**config.mk**
```make
export PLATFORM = sky130hd
export DESIGN_NAME = block_map_write_arbiter
export DESIGN_NICKNAME = d
export VERILOG_FILES = /design/src/rtl/block_map_write_arbiter.sv
export SDC_FILE = /design/constraint.sdc
export NUM_CORES = 1
export LEC_CHECK = 0
export CORE_MARGIN = 5
export CORE_UTILIZATION = 45
export DETAILED_ROUTE_END_ITERATION = 10
export HOLD_SLACK_MARGIN = 0.02
export PLACE_DENSITY = 0.79
export SETUP_SLACK_MARGIN = 0.02
export SYNTH_ARGS = -nofsm -noshare
export SYNTH_HDL_FRONTEND = slang
export SYNTH_SLANG_ARGS = --single-unit
```
**constraint.sdc**
```tcl
create_clock -name clk -period 6.1 [get_ports clk]
set_input_delay 0.61 -clock clk [delete_from_list [all_inputs] [get_ports clk]]
set_output_delay 0.61 -clock clk [all_outputs]
set_load 0.005 [all_outputs]
```
**src/rtl/block_map_write_arbiter.sv**
```systemverilog
// rtl/block_map_write_arbiter.sv - block map RAM write port owner: ROM map load plus round-robin requester arbitration
module block_map_write_arbiter #(
    parameter int N_REQ     = 4,
    parameter int ADDR_W    = 10,
    parameter int DATA_W    = 2,
    parameter int MAP_DEPTH = 891
) (
    input  logic                     clk,
    input  logic                     reset,
    input  logic                     start_init_i,
    input  logic [N_REQ-1:0]         req_i,
    input  logic [N_REQ*ADDR_W-1:0]  req_addr_i,
    input  logic [N_REQ*DATA_W-1:0]  req_data_i,
    output logic [N_REQ-1:0]         gnt_o,
    output logic [ADDR_W-1:0]        rom_addr_o,
    input  logic [DATA_W-1:0]        rom_data_i,
    output logic                     ram_we_o,
    output logic [ADDR_W-1:0]        ram_addr_o,
    output logic [DATA_W-1:0]        ram_din_o,
    output logic                     init_done_o,
    output logic                     err_oob_o
);

    localparam int PTR_W = (N_REQ > 1) ? $clog2(N_REQ) : 1;
    localparam logic [ADDR_W-1:0] DEPTH_V = ADDR_W'(MAP_DEPTH);
    localparam logic [ADDR_W-1:0] LAST_V  = ADDR_W'(MAP_DEPTH - 1);

    typedef enum logic [1:0] {
        S_INIT  = 2'd0,
        S_FLUSH = 2'd1,
        S_IDLE  = 2'd2
    } state_t;

    state_t              state_q;
    logic [ADDR_W-1:0]   rom_addr_q;
    logic                ram_we_q;
    logic [ADDR_W-1:0]   ram_addr_q;
    logic [DATA_W-1:0]   ram_din_q;
    logic [PTR_W-1:0]    rr_ptr_q;
    logic                init_done_q;
    logic                err_oob_q;

    logic                gnt_any_d;
    logic [PTR_W-1:0]    gnt_idx_d;
    logic [PTR_W-1:0]    cand_d;
    logic [N_REQ-1:0]    gnt_d;
    logic [ADDR_W-1:0]   gnt_addr_d;
    logic [DATA_W-1:0]   gnt_data_d;
    logic                gnt_oob_d;

    // Round-robin search starting one past the last winner; a reload request blocks all grants
    always_comb begin
        gnt_any_d = 1'b0;
        gnt_idx_d = '0;
        cand_d    = '0;
        if (state_q == S_IDLE && !start_init_i) begin
            for (int k = 1; k <= N_REQ; k++) begin
                cand_d = PTR_W'((int'(rr_ptr_q) + k) % N_REQ);
                if (!gnt_any_d && req_i[cand_d]) begin
                    gnt_any_d = 1'b1;
                    gnt_idx_d = cand_d;
                end
            end
        end
        gnt_d      = gnt_any_d ? (N_REQ'(1) << gnt_idx_d) : '0;
        gnt_addr_d = req_addr_i[int'(gnt_idx_d)*ADDR_W +: ADDR_W];
        gnt_data_d = req_data_i[int'(gnt_idx_d)*DATA_W +: DATA_W];
        gnt_oob_d  = (gnt_addr_d >= DEPTH_V);
    end

    // Load sequencer and registered write port; writes trail the ROM address by one cycle during a load
    always_ff @(posedge clk or posedge reset) begin
        if (reset) begin
            state_q     <= S_INIT;
            rom_addr_q  <= '0;
            ram_we_q    <= 1'b0;
            ram_addr_q  <= '0;
            ram_din_q   <= '0;
            rr_ptr_q    <= PTR_W'(N_REQ - 1);
            init_done_q <= 1'b0;
            err_oob_q   <= 1'b0;
        end else begin
            ram_we_q  <= 1'b0;
            err_oob_q <= 1'b0;
            case (state_q)
                S_INIT: begin
                    ram_we_q   <= 1'b1;
                    ram_addr_q <= rom_addr_q;
                    if (rom_addr_q == LAST_V) begin
                        state_q <= S_FLUSH;
                    end else begin
                        rom_addr_q <= rom_addr_q + 1'b1;
                    end
                end
                S_FLUSH: begin
                    state_q     <= S_IDLE;
                    init_done_q <= 1'b1;
                end
                S_IDLE: begin
                    if (start_init_i) begin
                        state_q     <= S_INIT;
                        rom_addr_q  <= '0;
                        init_done_q <= 1'b0;
                    end else if (gnt_any_d) begin
                        rr_ptr_q <= gnt_idx_d;
                        if (gnt_oob_d) begin
                            err_oob_q <= 1'b1;
                        end else begin
                            ram_we_q   <= 1'b1;
                            ram_addr_q <= gnt_addr_d;
                            ram_din_q  <= gnt_data_d;
                        end
                    end
                end
                default: state_q <= S_INIT;
            endcase
        end
    end

    assign gnt_o       = gnt_d;
    assign rom_addr_o  = rom_addr_q;
    assign ram_we_o    = ram_we_q;
    assign ram_addr_o  = ram_addr_q;
    assign ram_din_o   = (state_q == S_IDLE) ? ram_din_q : rom_data_i;
    assign init_done_o = init_done_q;
    assign err_oob_o   = err_oob_q;

endmodule

```
==> metrics.yaml <==
fin_ws_ns: 2.379
synth-simple-area-share_pct: 24.84
yosys.area_share.adder_pct: 1.161
core_um2: 4692
netlist_top_cells_count: "nand2_1 (36), nor2_1 (29), dfrtp_1 (27)"
total_power_uw: 755.0
insertedDiodeCount: 0
cp.buffers_inverters: 2
die_y_um: 79.22
cp_top_family: "buffers and inverters"
drive_gt1_share_pct: 7.670
critPathRequiredTime_ns: 5.49
p_leak_uw: 0.001280
clkSinkCount: 29
path_depth: 6
dpl-instance-area_um2: 3025
maxCapViolCount: 0
synth_top_family_by_area: "simple AND/OR/NAND/NOR gates"
cellPowerDensity_nw_per_um2: 242.9
worst_pin_slew_ns: 1.098
num_rows: 25
fin_nets: 397
cts_setup_buffers: 0
synth_mux_area_share_pct: 8.009
pin_count: 86
fin_area_um2: 3108
fmax_mhz: 268.7
worst-path-max-fanout: 16
synth_top_cell_by_area: "dfrtp_1"
yosys-top-cells-area: "dfrtp_1 (31%), nand2_1 (6.3%), nor2_1 (5.0%)"
dr.pass1.iters: 4
ys_seq_area_share_pct: 33.78
place.gp.congestion: 0.8418
holdPathStages: 1
synth-edff-count: 0
area_growth_pct: 44.17
cts-root-buf: "clkbuf_8"
finalMaxSlewViolations: 0
routed_wl_um: 6432
detailedPlace.worstSlack_ns: 2.265
criticalPathCategory: "input pin to primary output"
synth_xor_xnor_area_share_pct: 2.438
ys_seq_elements: 29
ctsHoldBuffers: 0
insertion_delay_ns: 0.28
cp-start-kind: "input pin"
synthFlopType: "dfrtp_1"
detail-route-antenna-nets: 0
drc: 0
grt_max_degree: 30
ir_worst_vdd_mv: 0.1397
yosys_warnings: 0
synth_compound_gate_area_share_pct: 24.55
ys_types: 53
numCtsBuffers: 5
cts_buffer_depth: 2
worst_r2r_path_depth: 7
netlist_area_um2: 2156
maxSlewHeadroom_pct: 26.73
slowest_delay_ns: 0.62
rsz0062_at_grt: "no"
min_period_ns: 3.721
min_path_type: "flop to flop"
grt_pass1_wl_um: 10690
cp-end-kind: "primary output"
synth.top_cell.area_share_pct: 31.34
die_x_um: 79.22
io_buffers: 85
finalHoldViolations: 0
grt_usage_pct: 21.49
outcome: "complete, no violations"
crit_top_cell: "clkdlybuf4s50_1"
crit_arrival_ns: 3.11
synth.most_common_cell: "nand2_1"
start_util_pct: 45.95
cp_cell_sequence: "clkdlybuf4s50_1 -> and3b_1 -> a31oi_2 -> nand3_1 -> nor2_1 -> clkdlybuf4s50_1"
netlist_instances: 254
fin_skew_ns: 0.005619
grt_overflow: 0
fin_crit_sh_pct: 61.00
vias_per_cell: 5.702
htree_levels: 2
cts_resized: 0
antenna_found_initial: 0
async_flop_share_pct: 100.0
dieArea_um2: 6275
grt_pass1_vias: 2205
syn-num-nets: 313
syn_avg_cell_area_um2: 8.487
vias: 2241
setup-violations-final: 0
crit_slowest_cell: "clkdlybuf4s50_1"
drt_iter0_drc: 137
hpwl_um: 5057
cts_tree: "done"
post-route-util_pct: 66.24
clk_pin_slew_ns: 0.06
wl_per_cell_um: 16.37
finalSetupTns_ns: 0
-- worst reg2reg max path, cell delays in order (launching register included) --
cell	delay (ns)
dfrtp_1	0.44
nor2b_1	0.63
nand2_1	0.31
a21oi_1	0.55
mux2i_1	0.39
nand2_1	0.17
a31oi_4	0.43
mux2_4	0.34
-- sequential cells by signal, indices dropped and copies added, names as in the netlist --
name / count
err_oob_o: 1
ram_din_q: 2
rr_ptr_q: 2
rom_addr_o: 10
init_done_o: 1
ram_addr_o: 10
ram_we_o: 1
state_q: 2
-- area by class of cell --
class	instances	area, µm²
multi-input cells	200	1315
clock buffers	6	72.57
clock inverters	2	10.01
flip-flops and latches	29	728.2
repair buffers	85	850.8
fillers	404	1584
inverters	17	63.81
well taps	54	67.56
-- per-layer routing --
metal	wire, µm	vias to the layer above	global-route usage [%]
met1	2778	1045	28.69
met2	3079	94	35.19
met5	0	-	0
met4	98	0	6.701
li1	-	1091	-
met3	476	11	3.968
-- cells by family after synthesis --
| kind of cell | count (synthesis) |
|---|---|
| buf+inv | 25 |
| mux | 15 |
| xor+xnor | 6 |
| flops | 29 |
| compound gates | 68 |
| simple gates | 109 |
| fa+ha+maj | 2 |
-- report_power, final --
group	internal (µW)	switching, µW	leakage [µW]
Sequential	241	55.1	0.000363
Clock	78.9	74.3	0.0000450
Combinational	181	125	0.000872
-- placed cells by master (no fill, tap or decap), types with 2 or more instances in the layout --
| master | n |
|---|---|
| mux2i_1 | 9 |
| nor3_1 | 3 |
| a31oi_1 | 5 |
| and2_1 | 3 |
| a21oi_1 | 17 |
| nor2_1 | 29 |
| clkinv_2 | 2 |
| and3b_1 | 2 |
| xnor2_1 | 3 |
| mux2_4 | 4 |
| o32ai_1 | 3 |
| a22o_1 | 2 |
| clkbuf_8 | 5 |
| nor2b_1 | 2 |
| a211oi_1 | 4 |
| and3_1 | 10 |
| or2_2 | 2 |
| nand2_1 | 36 |
| o22ai_1 | 3 |
| o21ai_0 | 9 |
| a21boi_0 | 6 |
| mux2_2 | 2 |
| o221ai_1 | 3 |
| nand3_1 | 8 |
| inv_1 | 17 |
| clkdlybuf4s50_1 | 85 |
| ha_1 | 2 |
| o32a_1 | 4 |
| dfrtp_1 | 27 |
| or3_1 | 2 |
| xor2_1 | 3 |
| nand4_1 | 4 |
| dfstp_2 | 2 |
-- per-stage QoR --
step	std cells	hold slack, ns
after floorplan	254	0.4792
after global placement	385	0.4896
after detailed placement	385	0.4984
after CTS	393	0.5119
after global routing	393	0.5542
final	393	0.5118
-- worst paths after layout --
check / from / endpoint / slack [ns]
worst max-delay path: req_i[3] / gnt_o[3] / 2.38
worst min-delay path: ram_din_q[1]$_DFFE_PP0P_ / ram_din_q[1]$_DFFE_PP0P_ / 0.51
worst max register to register: state_q[1]$_DFFE_PP0P_ / ram_addr_o[1]$_DFFE_PP0P_ / 2.74
worst min register to register: ram_din_q[1]$_DFFE_PP0P_ / ram_din_q[1]$_DFFE_PP0P_ / 0.51
max in group asynchronous: reset / ram_din_q[0]$_DFFE_PP0P_ / 4.52
min in group asynchronous: reset / rom_addr_o[5]$_DFFE_PP0P_ / 0.91
Note: power is estimated with default switching activity, not from simulation.
